[src/rtl/iter_divider_pkg.sv]
// Shared definitions for the iterative divider.
//   - div_state_e : divider FSM state encoding (2 bits)
//   - DIV_WIDTH   : default operand / result width
//   - FUNCT_DIV / FUNCT_DIVU : R-type funct codes, so the controller and the
//     divider agree on which opcode selects the signed path.
package iter_divider_pkg;

  localparam int DIV_WIDTH = 32;

  localparam logic [5:0] FUNCT_DIV  = 6'b011010;
  localparam logic [5:0] FUNCT_DIVU = 6'b011011;

  typedef enum logic [1:0] {
    ST_IDLE = 2'd0,
    ST_CALC = 2'd1,
    ST_FIX  = 2'd2,
    ST_DONE = 2'd3
  } div_state_e;

endpackage

[src/rtl/iter_divider_div_step.sv]
// One restoring-division step, purely combinational.
// Ports:
//   rem_i / quo_i : current partial remainder and quotient/dividend shift reg
//   div_i         : divisor magnitude
//   rem_o / quo_o : values after shifting one dividend bit in and trying
//                   a subtract
module div_step #(
  parameter int WIDTH = 32
) (
  input  logic [WIDTH-1:0] rem_i,
  input  logic [WIDTH-1:0] quo_i,
  input  logic [WIDTH-1:0] div_i,
  output logic [WIDTH-1:0] rem_o,
  output logic [WIDTH-1:0] quo_o
);

  logic [WIDTH:0]   shifted;
  logic [WIDTH+1:0] trial;
  logic             fits;

  always_comb begin
    // {rem,quo} << 1: the dividend MSB moves into the remainder
    shifted = {rem_i, quo_i[WIDTH-1]};
    trial   = {1'b0, shifted} - {2'b00, div_i};
    // Subtract succeeds when the difference is non-negative and fits back
    // into WIDTH bits (the latter always holds while rem < divisor).
    fits    = (trial[WIDTH+1:WIDTH] == 2'b00);
    if (fits) begin
      rem_o = trial[WIDTH-1:0];
      quo_o = {quo_i[WIDTH-2:0], 1'b1};
    end else begin
      rem_o = shifted[WIDTH-1:0];
      quo_o = {quo_i[WIDTH-2:0], 1'b0};
    end
  end

endmodule

[src/rtl/iter_divider.sv]
// Iterative restoring divider for div/divu. Quotient goes to lo, remainder
// to hi. One dividend bit per cycle through a single div_step instance.
// Ports:
//   clk, reset (async, active low)
//   start, is_signed, a (dividend), b (divisor) : request, sampled in IDLE
//   lo, hi        : quotient / remainder registers
//   busy          : stall request (combinationally follows start in IDLE)
//   done          : one-cycle completion pulse
//   div_by_zero   : sticky flag for the last accepted op
module iter_divider
  import iter_divider_pkg::*;
#(
  parameter int WIDTH = DIV_WIDTH,
  parameter int CNT_W = 6
) (
  input  logic             clk,
  input  logic             reset,
  input  logic             start,
  input  logic             is_signed,
  input  logic [WIDTH-1:0] a,
  input  logic [WIDTH-1:0] b,
  output logic [WIDTH-1:0] lo,
  output logic [WIDTH-1:0] hi,
  output logic             busy,
  output logic             done,
  output logic             div_by_zero
);

  div_state_e       state_q, state_d;
  logic [WIDTH-1:0] lo_q, lo_d;
  logic [WIDTH-1:0] hi_q, hi_d;
  logic [WIDTH-1:0] rem_q, rem_d;
  logic [WIDTH-1:0] quo_q, quo_d;
  logic [WIDTH-1:0] dvs_q, dvs_d;
  logic [CNT_W-1:0] cnt_q, cnt_d;
  logic             qneg_q, qneg_d;
  logic             rneg_q, rneg_d;
  logic             done_q, done_d;
  logic             dbz_q, dbz_d;

  logic [WIDTH-1:0] a_mag, b_mag;
  logic [WIDTH-1:0] step_rem, step_quo;

  // Magnitudes are plain unsigned WIDTH-bit values; the most negative
  // number negates to itself, which is still its correct magnitude.
  assign a_mag = (is_signed && a[WIDTH-1]) ? -a : a;
  assign b_mag = (is_signed && b[WIDTH-1]) ? -b : b;

  div_step #(.WIDTH(WIDTH)) u_step (
    .rem_i (rem_q),
    .quo_i (quo_q),
    .div_i (dvs_q),
    .rem_o (step_rem),
    .quo_o (step_quo)
  );

  always_comb begin
    state_d = state_q;
    lo_d    = lo_q;
    hi_d    = hi_q;
    rem_d   = rem_q;
    quo_d   = quo_q;
    dvs_d   = dvs_q;
    cnt_d   = cnt_q;
    qneg_d  = qneg_q;
    rneg_d  = rneg_q;
    dbz_d   = dbz_q;
    done_d  = 1'b0;

    unique case (state_q)
      ST_IDLE: begin
        if (start) begin
          qneg_d = is_signed & (a[WIDTH-1] ^ b[WIDTH-1]);
          rneg_d = is_signed & a[WIDTH-1];
          rem_d  = '0;
          quo_d  = a_mag;
          dvs_d  = b_mag;
          cnt_d  = '0;
          if (b == '0) begin
            // Divide by zero: skip the iterations and publish right away
            state_d = ST_DONE;
            lo_d    = '1;
            hi_d    = a;
            dbz_d   = 1'b1;
            done_d  = 1'b1;
          end else begin
            state_d = ST_CALC;
            dbz_d   = 1'b0;
          end
        end
      end
      ST_CALC: begin
        rem_d = step_rem;
        quo_d = step_quo;
        cnt_d = cnt_q + 1'b1;
        if (cnt_q == CNT_W'(WIDTH - 1)) state_d = ST_FIX;
      end
      ST_FIX: begin
        lo_d    = qneg_q ? -quo_q : quo_q;
        hi_d    = rneg_q ? -rem_q : rem_q;
        state_d = ST_DONE;
        done_d  = 1'b1;
      end
      ST_DONE: begin
        state_d = ST_IDLE;
      end
      default: state_d = ST_IDLE;
    endcase
  end

  always_ff @(posedge clk or negedge reset) begin
    if (!reset) begin
      state_q <= ST_IDLE;
      lo_q    <= '0;
      hi_q    <= '0;
      rem_q   <= '0;
      quo_q   <= '0;
      dvs_q   <= '0;
      cnt_q   <= '0;
      qneg_q  <= 1'b0;
      rneg_q  <= 1'b0;
      done_q  <= 1'b0;
      dbz_q   <= 1'b0;
    end else begin
      state_q <= state_d;
      lo_q    <= lo_d;
      hi_q    <= hi_d;
      rem_q   <= rem_d;
      quo_q   <= quo_d;
      dvs_q   <= dvs_d;
      cnt_q   <= cnt_d;
      qneg_q  <= qneg_d;
      rneg_q  <= rneg_d;
      done_q  <= done_d;
      dbz_q   <= dbz_d;
    end
  end

  // In IDLE the stall must rise in the same cycle as the request
  assign busy        = (state_q != ST_IDLE) | start;
  assign done        = done_q;
  assign lo          = lo_q;
  assign hi          = hi_q;
  assign div_by_zero = dbz_q;

endmodule

[config.mk]
export PLATFORM = sky130hd
export DESIGN_NAME = iter_divider
export DESIGN_NICKNAME = d
export VERILOG_FILES = /design/src/rtl/iter_divider_pkg.sv /design/src/rtl/iter_divider_div_step.sv /design/src/rtl/iter_divider.sv
export SDC_FILE = /design/constraint.sdc
export NUM_CORES = 1
export LEC_CHECK = 0
export ABC_AREA = 1
export BUFFER_PORTS_ARGS = -buffer_cell sky130_fd_sc_hd__buf_2
export CAP_MARGIN = 30
export CORE_MARGIN = 2
export CORE_UTILIZATION = 61
export CTS_CLUSTER_SIZE = 30
export DETAILED_ROUTE_END_ITERATION = 10
export GPL_ROUTABILITY_DRIVEN = 0
export PLACE_DENSITY = 0.82
export SLEW_MARGIN = 25
export SYNTH_ARGS = -nofsm -noshare
export SYNTH_HDL_FRONTEND = slang
export SYNTH_SLANG_ARGS = --single-unit
[constraint.sdc]
create_clock -name clk -period 3.3 [get_ports clk]
set_input_delay 0.66 -clock clk [delete_from_list [all_inputs] [get_ports clk]]
set_output_delay 0.66 -clock clk [all_outputs]
set_load 0.01 [all_outputs]
==> qor.log <==
qor: run_status.status complete, no violations
qor: setup_path.critical_path.max_stage_delay 0.42 ns
qor: pwr.power_leakage 0.008220 µW
qor: finish.nNetsFinal 2,416
qor: global_route.grt_pass1_wl 68.95 mm
qor: synth.synthDominantAreaCellType sky130_fd_sc_hd__dfrtp_1
qor: die.die-width 153.8 µm
qor: sta.relSlewSlack 52.69%
qor: clock_network.cts_sinks 172
qor: clock_network.insertion_delay_of_the_later_clocked_pin_in_the_worst_skew_pair 0.45 ns
qor: synth.synthesis.instances 2,202
qor: synth.synthArstFlopShare 100.0%
qor: clock_network.ctsHoldBuffers 0
qor: hold_path.hp-class in2async
qor: setup_path.worst_path_most_repeated_cell sky130_fd_sc_hd__nand2_1
qor: synth.synth_top_cell_area_share 31.43%
qor: setup_path.worst-path-buf-inv 2
qor: sta.finalClockSkew 0.01247 ns
qor: synth.synth_edf_count 0
qor: routing.remaining_drc_errors 0
qor: placement.place.detailed.hpwl 33.60 mm
qor: setup_path.depth_of_the_critical_timing_path_with_buffers_and_inverters_included 17
qor: placement.placement.io_buffers 134
qor: die.initial_core_util 62.36%
qor: setup_path.cpLargestDelayFamily simple AND/OR/NAND/NOR gates
qor: sta.final-max-slew-violation-count 0
qor: sta.setup_viol_count_final 0
qor: routing.drt_iter0_drc 1,306
qor: run.maxCapViolCount 0
qor: setup_path.r2r_start quo_q[31]$_DFFE_PN0P_
qor: sta.hold_viol_final 0
qor: sta.grt_setup_unrepaired no
qor: routing.via_count 14,840
qor: setup_path.crit-reg2reg-capture rem_q[18]$_DFFE_PN0P_
qor: setup_path.timing.critical_path.from quo_q[31]$_DFFE_PN0P_
qor: finish.antenna_cells 0
qor: setup_path.worstRegToRegCells 17
qor: sta.fin_crit 2.885 ns
qor: clock_network.h-tree-depth 4
qor: synth.synth_area_leaders sky130_fd_sc_hd__dfrtp_1, sky130_fd_sc_hd__nand2_1, sky130_fd_sc_hd__inv_1
qor: die.io_pins 135
qor: global_route.track_usage 36.60%
qor: die.design.die.area 23,660 µm²
qor: routing.post_drt_via_cell_ratio 5.708
qor: pwr.worst_supply_voltage_drop_on_vdd 0.5123 mV
qor: finish.drive_above_1_share 9.698%
qor: routing.route.antenna.remaining_nets 0
qor: routing.drt_first_pass_iters 10
qor: setup_path.cp_slowest_cell sky130_fd_sc_hd__fa_1
qor: global_route.globalRouteOverflowTotal 0
qor: synth.synth.yosys.seq_area_share 31.43%
qor: clock_network.clock_path_buffers 2
qor: setup_path.crit_path_end_kind register
qor: clock_network.tritoncts done
qor: global_route.largest_net_degree_at_the_start_of_global_routing 69
qor: setup_path.worst-endpoint-required 3.68 ns
qor: clock_network.clock_tree.root_cell sky130_fd_sc_hd__clkbuf_16
qor: setup_path.critical_path.max_fanout 33
qor: clock_network.cts_made_buffers 17
qor: setup_path.startpoint_type register
qor: sta.setup_total_negative_slack 0 ns
qor: die.dieHeight 153.8 µm
qor: synth.ys.flop_type sky130_fd_sc_hd__dfrtp_1
qor: clock_network.post_cts_resize_count 0
qor: finish.syn2layout_area_growth 11.15%
qor: sta.worstMarginPinSlew 0.7053 ns
qor: clock_network.worst_setup_hold_path_clk_slew 0.07 ns
qor: routing.detail_route.wl_per_cell 16.71 µm
qor: setup_path.critPathKind reg2reg
qor: synth.yosys.cell_types.count 45
qor: setup_path.r2r_slack 0.42 ns
qor: global_route.first_global_vias 13,520
qor: pwr.power-per-cell-area 915.5 nW/µm²
qor: setup_path.worstPathCellList inv_1 > ha_1 > inv_1 > fa_1 > nand2_1 > nand2_1 > nand3_1 > nand2_1 > nand2_1 > nand2_1 > nand2_1 > nand3_1 > nand2_4 > nand2_4 > nand2_1 > nand3_1 > nand2_1
qor: setup_path.crit_path_end rem_q[18]$_DFFE_PN0P_
qor: finish.layout.core_utilization 69.31%
qor: sta.timing.fmax 0.3467 GHz
qor: clock_network.post-cts-setup-buffer-count 0
qor: finish.fillerInstances 2,019
qor: synth.synth.yosys.warnings 0
qor: synth.syn-cell-area 13,690 µm²
qor: sta.post-route-period-util 87.42%
qor: routing.totalWireLength 43.45 mm
qor: synth.synth.avg_cell_area 6.218 µm²
qor: setup_path.worst-endpoint-arrival 3.27 ns
qor: global_route.grt_antenna_before_repair 0
qor: die.fp.coreArea 21,960 µm²
qor: die.floorplan.rows 54
qor: synth.yosys_register_bits 172
qor: synth.syn-num-nets 2,311
-- cells in the mapped netlist (20+ instances only) --
master                     number
sky130_fd_sc_hd__nand3_1      199
sky130_fd_sc_hd__clkbuf_1      45
sky130_fd_sc_hd__nor3_1        22
sky130_fd_sc_hd__dfrtp_1      172
sky130_fd_sc_hd__ha_1          40
sky130_fd_sc_hd__nor2_1       251
sky130_fd_sc_hd__a21oi_1       94
sky130_fd_sc_hd__xor2_1        59
sky130_fd_sc_hd__inv_1        293
sky130_fd_sc_hd__nand4_1       20
sky130_fd_sc_hd__nand2_1      709
sky130_fd_sc_hd__o21ai_0      147
-- worst min-delay path by stage --
stage / cells past startpoint / to
finish: 1 / hi[9]$_DFFE_PN0P_
global route: 1 / hi[0]$_DFFE_PN0P_
CTS: 1 / hi[9]$_DFFE_PN0P_
detailed placement: 2 / lo[14]$_DFFE_PN0P_
global placement: 1 / cnt_q[5]$_DFFE_PN0P_
floorplan: 0 / cnt_q[0]$_DFFE_PN0P_
-- area by class of cell --
cell class	instances	area (µm²)	area share (%)
multi-input cells	1654	7926	52.08
inverters	306	1149	7.547
well taps	280	350.3	2.302
clock buffers	18	439.2	2.886
flip-flops and latches	172	4304	28.28
repair buffers	156	879.6	5.779
clock inverters	14	171.4	1.126
-- sequential cells by signal, summed over array words and instances, names as in the netlist --
signal,flops
rem_q,32
rneg_q,1
cnt_q,6
lo,32
done,1
dvs_q,32
state_q,2
hi,32
div_by_zero,1
quo_q,32
qneg_q,1
-- layout by cell type (no fill, tap or decap), types with 20 or more instances in the layout --
cell / netlist / layout
sky130_fd_sc_hd__nor3_1: 22 / 22
sky130_fd_sc_hd__dfrtp_1: 172 / 172
sky130_fd_sc_hd__inv_1: 293 / 293
sky130_fd_sc_hd__nand4_1: 20 / 20
sky130_fd_sc_hd__nand3_1: 199 / 199
sky130_fd_sc_hd__buf_2: 15 / 133
sky130_fd_sc_hd__nor2_1: 251 / 250
sky130_fd_sc_hd__nand2_1: 709 / 709
sky130_fd_sc_hd__o21ai_0: 147 / 147
sky130_fd_sc_hd__ha_1: 40 / 39
sky130_fd_sc_hd__a21oi_1: 94 / 94
sky130_fd_sc_hd__xor2_1: 59 / 59
-- per-layer routing --
layer  track usage (%)  share of wire [%]  up-vias  routed length (µm)
met4             17.31                4.9        0                2108
met5                 0                  0        -                   0
met2             59.29                 46      790               19850
met1             47.33                 40     6739               17340
met3             7.356                9.5      137                4146
li1                  -                  -     7175                   -
-- power breakdown --
group	switching (µW)	leakage (µW)	internal (µW)	total [µW]
Clock	1030	0.000294	1040	2070
Sequential	640	0.00211	2980	3620
Combinational	5590	0.00582	2650	8240
-- logic make-up (layout without fill, tap and decap cells) --
kind of cell,after synthesis,after routing,synth area share [%]
simple gates,1248,1248,37.85
fa+ha+maj,41,41,3.801
xor+xnor,74,74,4.733
buf+inv,376,494,10.72
flops,172,172,31.43
compound gates,291,291,11.47
-- metrics by stage --
stage | hold slack [ns] | std cells | setup WS [ns] | cell area [µm²] | power [µW]
after global placement | 0.4516 | 2568 | 0.5836 | 14610 | 11470
after CTS | 0.2461 | 2600 | 0.4539 | 15220 | 13770
after detailed placement | 0.4607 | 2568 | 0.4856 | 14610 | 11690
after floorplan | 0.3644 | 2202 | 1.014 | 13690 | 9245
final | 0.2179 | 2600 | 0.4153 | 15220 | 13930
after global routing | 0.2720 | 2600 | 0.1239 | 15220 | 15040
-- worst register-to-register path, cell delays in order, from the launching register on --
cell	delay [ns]
sky130_fd_sc_hd__dfrtp_1	0.38
sky130_fd_sc_hd__inv_1	0.11
sky130_fd_sc_hd__ha_1	0.16
sky130_fd_sc_hd__inv_1	0.07
sky130_fd_sc_hd__fa_1	0.42
sky130_fd_sc_hd__nand2_1	0.08
sky130_fd_sc_hd__nand2_1	0.09
sky130_fd_sc_hd__nand3_1	0.09
sky130_fd_sc_hd__nand2_1	0.12
sky130_fd_sc_hd__nand2_1	0.09
sky130_fd_sc_hd__nand2_1	0.07
sky130_fd_sc_hd__nand2_1	0.09
sky130_fd_sc_hd__nand3_1	0.12
sky130_fd_sc_hd__nand2_4	0.29
sky130_fd_sc_hd__nand2_4	0.29
sky130_fd_sc_hd__nand2_1	0.17
sky130_fd_sc_hd__nand3_1	0.10
sky130_fd_sc_hd__nand2_1	0.08
No activity file was read; power rests on OpenSTA's default activity.
